==> src/rtl/interval_meter_pkg.sv <==
// Shared timer definitions: FSM state encoding and a saturating-increment helper
// usable by any counter up to 32 bits wide.
package interval_meter_pkg;

    typedef enum logic [1:0] {
        ST_IDLE  = 2'd0,
        ST_ARMED = 2'd1,
        ST_RUN   = 2'd2,
        ST_DONE  = 2'd3
    } state_t;

    // Returns v+1 when en is set and v is below the w-bit ceiling, otherwise v.
    function automatic logic [31:0] sat_inc(input logic [31:0] v, input int unsigned w,
                                            input logic en);
        logic [31:0] max_v;
        max_v = (w >= 32) ? 32'hFFFF_FFFF : ((32'd1 << w) - 32'd1);
        return (en && (v < max_v)) ? (v + 32'd1) : v;
    endfunction

endpackage

==> src/rtl/interval_meter_sat_counter.sv <==
// W-bit up-counter with synchronous clear, saturation at all-ones and a sticky
// overflow flag; also exposes its next-state values for same-cycle capture.
module interval_meter_sat_counter
    import interval_meter_pkg::*;
#(
    parameter int W = 8
) (
    input  logic         i_clock,
    input  logic         i_reset_n,
    input  logic         i_clear,
    input  logic         i_en,
    output logic [W-1:0] o_count,
    output logic         o_ovf,
    output logic [W-1:0] o_next_count,
    output logic         o_next_ovf
);

    logic [W-1:0] r_count;
    logic         r_ovf;
    logic [W-1:0] w_next_count;
    logic         w_next_ovf;

    assign w_next_count = W'(sat_inc(32'(r_count), W, i_en));
    // An increment attempted while already at the ceiling marks overflow.
    assign w_next_ovf   = r_ovf | (i_en & (r_count == '1));

    always_ff @(posedge i_clock or negedge i_reset_n) begin
        if (!i_reset_n) begin
            r_count <= '0;
            r_ovf   <= 1'b0;
        end else if (i_clear) begin
            r_count <= '0;
            r_ovf   <= 1'b0;
        end else begin
            r_count <= w_next_count;
            r_ovf   <= w_next_ovf;
        end
    end

    assign o_count      = r_count;
    assign o_ovf        = r_ovf;
    assign o_next_count = w_next_count;
    assign o_next_ovf   = w_next_ovf;

endmodule

==> src/rtl/interval_meter.sv <==
// Start/stop interval meter: counts ticks between start and stop, then holds the
// captured interval behind a valid/ack handshake.
module interval_meter
    import interval_meter_pkg::*;
#(
    parameter int W = 8
) (
    input  logic         i_clock,
    input  logic         i_reset_n,
    input  logic         i_arm,
    input  logic         i_start,
    input  logic         i_stop,
    input  logic         i_tick,
    input  logic         i_ack,
    output logic         o_busy,
    output logic [W-1:0] o_count,
    output logic [W-1:0] o_value,
    output logic         o_overflow,
    output logic         o_valid
);

    state_t       r_state;
    logic         r_busy;
    logic [W-1:0] r_value;
    logic         r_overflow;
    logic         r_valid;

    logic         w_clear;
    logic         w_en;
    logic         w_ovf;
    logic [W-1:0] w_next_count;
    logic         w_next_ovf;

    // arm restarts from any state except a pending result, where it needs ack too.
    assign w_clear = (i_arm && (r_state != ST_DONE))
                   || ((r_state == ST_ARMED) && i_start && !i_stop)
                   || ((r_state == ST_DONE) && i_ack && i_arm);
    assign w_en    = (r_state == ST_RUN) && i_tick && !i_arm;

    interval_meter_sat_counter #(.W(W)) u_cnt (
        .i_clock      (i_clock),
        .i_reset_n    (i_reset_n),
        .i_clear      (w_clear),
        .i_en         (w_en),
        .o_count      (o_count),
        .o_ovf        (w_ovf),
        .o_next_count (w_next_count),
        .o_next_ovf   (w_next_ovf)
    );

    always_ff @(posedge i_clock or negedge i_reset_n) begin
        if (!i_reset_n) begin
            r_state    <= ST_IDLE;
            r_busy     <= 1'b0;
            r_value    <= '0;
            r_overflow <= 1'b0;
            r_valid    <= 1'b0;
        end else begin
            case (r_state)
                ST_IDLE: begin
                    if (i_arm) begin
                        r_state <= ST_ARMED;
                        r_busy  <= 1'b1;
                    end
                end
                ST_ARMED: begin
                    if (i_arm) begin
                        r_state <= ST_ARMED;
                    end else if (i_stop) begin
                        r_value    <= '0;
                        r_overflow <= 1'b0;
                        r_valid    <= 1'b1;
                        r_state    <= ST_DONE;
                        r_busy     <= 1'b0;
                    end else if (i_start) begin
                        r_state <= ST_RUN;
                    end
                end
                ST_RUN: begin
                    if (i_arm) begin
                        r_state <= ST_ARMED;
                    end else if (i_stop) begin
                        // The stop-cycle tick is folded into the captured result.
                        r_value    <= w_next_count;
                        r_overflow <= w_next_ovf;
                        r_valid    <= 1'b1;
                        r_state    <= ST_DONE;
                        r_busy     <= 1'b0;
                    end
                end
                ST_DONE: begin
                    if (i_ack) begin
                        r_valid <= 1'b0;
                        if (i_arm) begin
                            r_state <= ST_ARMED;
                            r_busy  <= 1'b1;
                        end else begin
                            r_state <= ST_IDLE;
                        end
                    end
                end
                default: begin
                    r_state <= ST_IDLE;
                    r_busy  <= 1'b0;
                end
            endcase
        end
    end

    assign o_busy     = r_busy;
    assign o_value    = r_value;
    assign o_overflow = r_overflow;
    assign o_valid    = r_valid;

endmodule

==> config.mk <==
export PLATFORM = sky130hd
export DESIGN_NAME = interval_meter
export DESIGN_NICKNAME = d
export VERILOG_FILES = /design/src/rtl/interval_meter_pkg.sv /design/src/rtl/interval_meter_sat_counter.sv /design/src/rtl/interval_meter.sv
export SDC_FILE = /design/constraint.sdc
export NUM_CORES = 1
export LEC_CHECK = 0
export BUFFER_PORTS_ARGS = -buffer_cell sky130_fd_sc_hd__buf_2
export CAP_MARGIN = 0
export CORE_MARGIN = 10
export CORE_UTILIZATION = 50
export CTS_CLUSTER_SIZE = 30
export DETAILED_ROUTE_END_ITERATION = 12
export HOLD_SLACK_MARGIN = 0.05
export PLACE_DENSITY = 0.71
export RECOVER_POWER = 25
export SLEW_MARGIN = 20
export SYNTH_ARGS = -nofsm -noshare
export SYNTH_HDL_FRONTEND = slang
export SYNTH_SLANG_ARGS = --single-unit
==> constraint.sdc <==
create_clock -name i_clock -period 3.2 [get_ports i_clock]
set_clock_uncertainty 0.05 [all_clocks]
set_input_delay 0.48 -clock i_clock [delete_from_list [all_inputs] [get_ports i_clock]]
set_output_delay 0.48 -clock i_clock [all_outputs]
set_load 0.03 [all_outputs]
=== After elaboration in Yosys (flattened, before gate mapping) ===
Cells that the tools add are included.

* Multiplexer cells: 29
* Bitwise operators: 2
* Reductions and logical operators: 20
* $add $sub $neg: 1
* Magnitude comparators: 1
* Eq/ne operators: 15

{| class="wikitable"
|+ Operators by type and width
! operator !! number
|-
| two-way mux 8 bit || 6
|-
| inequality test 2 bit (second input constant) || 8
|-
| case mux 8 bit (2 select lines) || 1
|-
| two-way mux 2 bit || 7
|-
| two-way mux 1 bit || 11
|-
| adder 8 x 1 -> 8 bit (second input constant) || 1
|-
| == test 8 bit (second input constant) || 1
|-
| logical AND 1 bit || 8
|-
| < comparator 8 bit (second input constant) || 1
|-
| case mux 2 bit (4 select lines) || 1
|-
| AND reduction 4 bit || 2
|-
| AND reduction 5 bit || 1
|-
| == test 2 bit (second input constant) || 2
|-
| inequality test 4 bit (second input constant) || 1
|-
| case mux 1 bit (2 select lines) || 2
|-
| nonzero test 2 bit || 2
|-
| inequality test 3 bit (second input constant) || 1
|-
| case mux 1 bit (3 select lines) || 1
|-
| AND reduction 3 bit || 1
|-
| == test 2 x 1 -> 1 bit (second input constant) || 1
|-
| zero test 1 bit || 2
|-
| zero test 2 bit || 1
|-
| logical OR 1 bit || 2
|-
| inequality test 2 x 1 -> 1 bit (second input constant) || 1
|-
| 3 further kinds || 3
|}

* Input port bits: 7
* Output and inout bits: 19
* Register bits after elaboration: 22
* Word-level logic and storage cells: 75

=== Longest topological paths before layout ===
Gate-level depths: netlist (run 1).

* Depth in word-level cells: 8
* Depth in mapped cells: 7
* Depth with buffers taken out: 6

=== Hierarchy ===
A second synthesis (run 1) with hierarchy kept.

* Cell total of the unflattened synthesis: 146
* Area, all modules: 1400.1 um^2

{| class="wikitable"
|+ By module, submodules not included
! module !! cells an instance !! instances !! sequential area each (um^2) !! area an instance (um^2)
|-
| interval_meter || 83 || 1 || 325.3 || 749.5
|-
| interval_meter_sat_counter || 63 || 1 || 225.2 || 650.6
|}

=== Least setup slack after synthesis (run 1) ===
OpenSTA, ideal clock, no wires.

* Path kind: register -> register
* Start point: register r_state[0]
* End point: register r_value[6] (netlist: o_value[6])
* Clock period less this slack: 1.774 ns
* Required time: 3.030 ns
* Library setup time: 0.120 ns
* Path buffers: 0
* Cell stages (with the launch flop): 7
* Setup slack: 1.426 ns
* Data arrival time: 1.604 ns
* Cells stage by stage: dfrtp_1 -> inv_1 -> ha_1 -> nand3b_4 -> or4_4 -> o21ai_2 -> o21ai_2

* Longest elaborated chain between the ends: 8
* Elaborated cells between the ends (all ways): 15
* Classes of those cells: eq/ne (6); mux (4); reduce/logical (5)

{| class="wikitable"
|+ RTL lines
! item !! line !! source
|-
| start: declaration || interval_meter.sv:22 || <nowiki>state_t r_state;</nowiki>
|-
| start signal: assignment || interval_meter.sv:53 || <nowiki>r_state <= ST_IDLE;</nowiki>
|-
| start signal: assignment || interval_meter.sv:62 || <nowiki>r_state <= ST_ARMED;</nowiki>
|-
| start signal: assignment || interval_meter.sv:68 || <nowiki>r_state <= ST_ARMED;</nowiki>
|-
| == test 2 bit || interval_meter.sv:38, interval_meter.sv:59 ||
|-
| logical AND 1 bit (2 in a row) || interval_meter.sv:38 || <nowiki>assign w_en = (r_state == ST_RUN) && i_tick && !i_arm;</nowiki>
|-
| logical AND 1 bit || interval_meter_pkg.sv:17 || <nowiki>return (en && (v < max_v)) ? (v + 32'd1) : v;</nowiki>
|-
| two-way mux 8 bit || interval_meter_pkg.sv:17 ||
|-
| two-way mux 8 bit || interval_meter.sv:82 || <nowiki>end else if (i_stop) begin</nowiki>
|-
| two-way mux 8 bit || interval_meter.sv:80 || <nowiki>if (i_arm) begin</nowiki>
|-
| case mux 8 bit (2 select lines) || interval_meter.sv:59 || <nowiki>case (r_state)</nowiki>
|-
| end signal: assignment || interval_meter.sv:84 || <nowiki>r_value <= w_next_count;</nowiki>
|-
| end: declaration || interval_meter.sv:24 || <nowiki>logic [W-1:0] r_value;</nowiki>
|}

Several ways; a longest one is shown, not always the timed one. The select of a mux whose other input is x is not followed.
A chain may end at the register's enable or synchronous reset.

=== Worst setup path in the final report (run 1) ===
* Start point: register r_state[0]
* End point: register r_value[4] (netlist: o_value[4])

The elaborated chain is that of the path after synthesis.

==> flow_metrics.env, run 1 <==
export IMPL_status="complete, no violations"
export IMPL_avgSynthCellArea_sq_um=9.55
export IMPL_p_leak_nw=0.721
export IMPL_finalWirelength_microns=2760
export IMPL_die_area_sq_um=4790
export IMPL_path_class="flip-flop to flip-flop"
export IMPL_crit_fanout=11
export IMPL_insertion_delay_ns=0.31
export IMPL_hold_violations=0
export IMPL_track_usage_pct=11.5
export IMPL_power_frac_seq_pct=39.5
export IMPL_reg2reg_depth=7
export IMPL_synth_common_cells="22 x dfrtp_1, 15 x nor2_1, 14 x nand2_1"
export IMPL_drtPass1Iterations=5
export IMPL_fill_cells=211
export IMPL_regToRegEndpoint="o_value[4]"
export IMPL_cts_setup_buffers=0
export IMPL_switching_power_uw=295
export IMPL_report_final_slew_viol_count=0
export IMPL_grt_pass1_wl_microns=4700
export IMPL_first_global_vias=938
export IMPL_clkPwrFrac_pct=25.7
export IMPL_cp_required_ns=3.37
export IMPL_swShare_pct=35.7
export IMPL_r2r_start="r_state[0]"
export IMPL_overflow=0
export IMPL_ios=26
export IMPL_arrival_ns=2.27
export IMPL_ir_worst_vdd_mv=0.461
export IMPL_synth_distinct_cells=30
export IMPL_synthCells=127
export IMPL_syn2layout_area_growth_pct=16.7
export IMPL_ys_ff_latch=22
export IMPL_ys_warn_count=0
export IMPL_die_w_microns=69.2
export IMPL_holdCritPathClass="input port to asynchronous set/reset pin"
export IMPL_fin_tns_setup_ns=0
export IMPL_portBuffers=25
export IMPL_max_freq_ghz=0.476
export IMPL_synth_area_top_cells="dfrtp_1 45%, ha_1 9.3%, o21ai_0 5.4%"
export IMPL_start_util_pct=53.8
export IMPL_place_gp_congestion=0.853
export IMPL_clock_sinks=22
export IMPL_yosysTopAreaCell="dfrtp_1"
export IMPL_root_buffer="clkbuf_4"
export IMPL_power_density_nw_per_um2=584
export IMPL_period_needed_ns=2.10
export IMPL_endpoint_kind="flip-flop"
export IMPL_maxCapViolCount=0
export IMPL_async_reset_ff_share_pct=100
export IMPL_n_antenna_cell=0
export IMPL_crit_path_start="r_state[0]"
export IMPL_wire_per_inst_microns=15.1
export IMPL_synth_nets=143
export IMPL_num_rows=17
export IMPL_synth_edff_count=0
export IMPL_maxSlewHeadroom_pct=21.4
export IMPL_synth_area_sq_um=1210
export IMPL_finalSetupViolCount=0
export IMPL_yosysSeqAreaShare_pct=45.4
export IMPL_cts_tree="yes"
export IMPL_p_int_uw=531
export IMPL_synth_top_area_share_pct=45.4
export IMPL_drc=0
export IMPL_place_hpwl_microns=2160
export IMPL_layout_drive_gt1_share_pct=23.2
export IMPL_postPlaceCellArea_sq_um=1360
export IMPL_fin_area_sq_um=1420
export IMPL_tightest_slew_ns=1.18
export IMPL_antenna_found_initial=0
export IMPL_fin_crit_sh_pct=65.6
export IMPL_yosys_cell_count_top_type="dfrtp_1"
export IMPL_cts_resized=0
export IMPL_regToRegSetupSlack_ns=1.10
export IMPL_layout_nets=172
export IMPL_via_per_inst=5.55
export IMPL_cts_buffer_depth=2
export IMPL_coreArea_sq_um=2250
export IMPL_h_tree_depth=1
export IMPL_rsz0062_at_grt="no"
export IMPL_die_height_microns=69.2
export IMPL_clkTransAtPathRegs_ns=0.13
export IMPL_cts_made_buffers=3
export IMPL_power_frac_comb_pct=34.9
export IMPL_holdBufCountCts=0
export IMPL_via_count=1016
export IMPL_synth_main_ff_cell="dfrtp_1"
export IMPL_drt_iter0_markers=64
export IMPL_drtAntennaViolNets=0
export IMPL_start_kind="flip-flop"
export IMPL_grt_max_degree=23
power groups by stage:
stage	Clock [mW]	Sequential, mW	Combinational (mW)
after floorplan	0	0.355	0.182
after global placement	0	0.329	0.281
after detailed placement	0	0.333	0.288
after CTS	0.218	0.327	0.289
after global routing	0.231	0.333	0.329
final	0.212	0.326	0.288
routing by layer:
layer	share of wire, %	vias to the layer above	routed length [microns]	track usage (%)
met4	0.83	0	23	4.21
met3	7.0	2	193	3.99
met5	0	-	0	0
met2	49	41	1370	17.8
met1	43	474	1180	14.4
li1	-	499	-	-
worst max-delay path, stage by stage, from the launching register on:
cell and delay, ns:
dfrtp_1 0.45, inv_1 0.13, ha_1 0.24, o21ai_0 0.24
o221ai_1 0.16, buf_4 0.20, or2_2 0.33, o21ai_0 0.22
worst max-delay path by stage:
stage / cells past startpoint / endpoint / slack, ns
after floorplan: 6 / o_value[6] / 1.43
after global placement: 7 / o_value[5] / 1.28
after detailed placement: 7 / o_value[4] / 1.12
after CTS: 7 / o_value[4] / 1.08
after global routing: 7 / o_value[4] / 0.97
final: 7 / o_value[4] / 1.10
cells in the final DEF (no fill, tap or decap), types with 2 or more instances in the layout:
cell type,n
mux2i_1,5
ha_1,9
and3_1,3
a21oi_1,6
nor2_1,15
nand2_1,14
nand3_1,6
o21ai_1,2
o21ai_0,13
nor3_1,4
nand2b_1,2
dfrtp_1,22
xor2_1,2
inv_1,6
o21ai_2,2
clkbuf_4,3
nand4_1,2
buf_2,24
layout make-up:
class / instances / area, sq um / share of cell area [%]
inverters: 6 / 22.5 / 1.59
clock buffers: 3 / 22.5 / 1.59
repair buffers: 26 / 131 / 9.28
flip-flops and latches: 22 / 551 / 38.9
clock inverters: 1 / 30.0 / 2.12
multi-input cells: 97 / 623 / 44.0
well taps: 28 / 35.0 / 2.48
cells by family after synthesis:
logic type | Yosys count | share of synthesized area [%]
simple gates | 52 | 21.9
compound gates | 29 | 14.7
xor+xnor | 2 | 1.45
flops | 22 | 45.4
mux | 5 | 4.13
fa+ha+maj | 9 | 9.29
buf+inv | 8 | 3.20
through the flow:
step | power (mW) | utilization (%) | hold WS (ns) | instances | setup slack (ns)
after floorplan | 0.537 | - | 0.134 | 127 | 1.43
after global placement | 0.611 | 60.5 | 0.411 | 179 | 1.28
after detailed placement | 0.620 | 60.5 | 0.417 | 179 | 1.12
after CTS | 0.833 | 62.8 | 0.0661 | 183 | 1.08
after global routing | 0.893 | 62.8 | 0.399 | 183 | 0.969
final | 0.826 | 62.8 | 0.321 | 183 | 1.10
flip-flops by register name (all words and copies together) (netlist names):
name           flops
o_valid            1
o_value            8
u_cnt.o_count      8
r_state            2
o_overflow         1
o_busy             1
u_cnt.o_ovf        1
Power figures use the tool's default switching activity.
==> run 2, diff against run 1 <==
- CORE_UTILIZATION: 50 -> 48
- clock period: 3.2 -> 1.9 ns (I/O delays scaled with it)
==> run 2 against run 1 <==
  * Worst hold slack got worse by 0.068 ns
  * Sequential power rose by 67%
  * Sequential cell count unchanged
  * Design area increased by 1.4%
  * Critical path type unchanged
  * Largest cell class unchanged
  * Combinational power rose by 88%
  * Non-clock buffer count grew 4
  * Critical path depth is 1 lower
==> flow_metrics.env, run 2 (synthesis results as in run 1) <==
export IMPL_fin_tns_setup_ns=0
export IMPL_grt_max_degree=23
export IMPL_drt_iter0_markers=60
export IMPL_clkTransAtPathRegs_ns=0.11
export IMPL_power_frac_comb_pct=41.8
export IMPL_place_ws_ns=0.0475
export IMPL_endpoint_kind="flip-flop"
export IMPL_finalWirelength_microns=2880
export IMPL_power_frac_seq_pct=42.1
export IMPL_clock_sinks=22
export IMPL_critPathTopFamily="simple AND/OR/NAND/NOR gates"
export IMPL_root_buffer="clkbuf_4"
export IMPL_drtAntennaViolNets=0
export IMPL_via_count=1016
export IMPL_die_height_microns=70.3
export IMPL_hold_violations=0
export IMPL_rsz0062_at_grt="no"
export IMPL_die_area_sq_um=4940
export IMPL_layout_nets=176
export IMPL_period_needed_ns=1.76
export IMPL_via_per_inst=5.40
export IMPL_start_util_pct=49.8
export IMPL_p_int_uw=786
export IMPL_start_kind="flip-flop"
export IMPL_postPlaceCellArea_sq_um=1390
export IMPL_first_global_vias=1018
export IMPL_holdWs_ns=0.252
export IMPL_portBuffers=25
export IMPL_cts_made_buffers=3
export IMPL_final_common_cell="buf_2"
export IMPL_cts_setup_buffers=0
export IMPL_ios=26
export IMPL_die_w_microns=70.3
export IMPL_finalSetupViolCount=0
export IMPL_h_tree_depth=1
export IMPL_path_buf_inv=1
export IMPL_crit_fanout=7
export IMPL_layout_drive_gt1_share_pct=24.7
export IMPL_cp_required_ns=2.05
export IMPL_fin_crit_sh_pct=92.6
export IMPL_p_leak_nw=0.726
export IMPL_wire_per_inst_microns=15.3
export IMPL_grt_pass1_wl_microns=4630
export IMPL_area_sequential_sq_um=551
export IMPL_swShare_pct=39.3
export IMPL_antenna_found_initial=0
export IMPL_fin_area_sq_um=1440
export IMPL_track_usage_pct=11.1
export IMPL_clkPwrFrac_pct=16.1
export IMPL_status="complete, no violations"
export IMPL_path_class="flip-flop to flip-flop"
export IMPL_drtPass1Iterations=4
export IMPL_overflow=0
export IMPL_cp_cell_sequence="inv_1 > ha_4 > nand3b_4 > or4_4 > o21ai_2 > o21ai_2"
export IMPL_setup_slack_ns=0.141
export IMPL_fill_cells=208
export IMPL_cpPeakStageDelay_ns=0.52
export IMPL_power_density_nw_per_um2=902
export IMPL_finalPower_mw=1.29
export IMPL_cts_tree="yes"
export IMPL_tightest_slew_ns=1.22
export IMPL_coreArea_sq_um=2430
export IMPL_switching_power_uw=508
export IMPL_cts_buffer_depth=2
export IMPL_ir_worst_vdd_mv=0.699
export IMPL_critPathMostFrequentCell="o21ai_2"
export IMPL_insertion_delay_ns=0.30
export IMPL_crit_path_top_delay_cell="or4_4"
export IMPL_place_hpwl_microns=2240
export IMPL_maxSlewHeadroom_pct=18.8
export IMPL_maxCapViolCount=0
export IMPL_place_gp_congestion=0.866
export IMPL_n_antenna_cell=0
export IMPL_drc=0
export IMPL_syn2layout_area_growth_pct=18.4
export IMPL_arrival_ns=1.91
export IMPL_report_final_slew_viol_count=0
export IMPL_max_freq_ghz=0.569
export IMPL_multi_input_area_sq_um=638
export IMPL_num_rows=18
export IMPL_mostFrequentLayoutCells="24 x buf_2, 22 x dfrtp_1, 15 x nor2_1"
export IMPL_holdCritPathClass="input port to flip-flop"
==> run 2: cell count changes in the layout (fill, tap and decap cells not counted) <==
| cell | previous run | this run |
|---|---|---|
| buf_4 | 1 | 4 |
| bufinv_16 | 1 | 0 |
| dlygate4sd3_1 | 0 | 1 |
| ha_1 | 9 | 8 |
| ha_4 | 0 | 1 |
| o21ai_0 | 13 | 12 |
| o21ai_1 | 2 | 3 |
| or2_2 | 1 | 0 |
| or2_4 | 0 | 1 |
==> run 2: path summary, 6_finish.rpt <==
| check | start | endpoint | slack, ns | cells past startpoint |
|---|---|---|---|---|
| max | r_state[0] | o_value[6] | 0.14 | 6 |
| min | i_ack | o_valid | 0.25 | 4 |
| max reg2reg | r_state[0] | o_value[6] | 0.14 | 6 |
| min reg2reg | o_overflow | o_overflow | 0.44 | 2 |
| max in group asynchronous | i_reset_n | u_cnt.o_ovf | 0.39 | 2 |
| min in group asynchronous | i_reset_n | o_valid | 0.70 | 2 |
==> run 2: power by group through the flow <==
stage	clock, mW	sequential, mW	combinational (mW)
after global routing	0.233	0.553	0.608
after floorplan	0	0.598	0.306
after global placement	0	0.549	0.512
final	0.208	0.546	0.541
after detailed placement	0	0.554	0.519
after CTS	0.216	0.544	0.525
==> run 2: worst register-to-register path, cell delays in order (launching register included) <==
cell	delay [ns]
dfrtp_1	0.42
inv_1	0.19
ha_4	0.22
nand3b_4	0.10
or4_4	0.52
o21ai_2	0.09
o21ai_2	0.07
==> run 2: what timing repair did <==
item,4_1_cts,5_1_grt
setup endpoints to repair,0,10
hold buffers,1,0
gates resized for setup,0,4
hold endpoints to repair,22,0
==> run 2: final cells by class <==
type	instances	share of cell area, %
Sequential cell	22	38.4
Timing Repair Buffer	30	11.4
Tap cell	30	2.62
Clock buffer	3	1.57
Inverter	6	1.57
Multi-Input combinational cell	97	44.5
==> run 2: stage by stage <==
step,instances,util [%]
4_1_cts,188,58.4
5_1_grt,188,59.0
3_3_place_gp,184,57.1
2_1_floorplan,127,-
6_report,188,59.0
3_5_place_dp,184,57.1
==> run 2: metal layers <==
layer	wire length, microns	GRT usage, %	share of wire (%)	up-vias
met5	0	0	0	-
met4	19	3.95	0.66	0
met3	128	3.39	4.4	4
met2	1410	18.5	49	18
met1	1330	13.0	46	488
li1	-	-	-	506
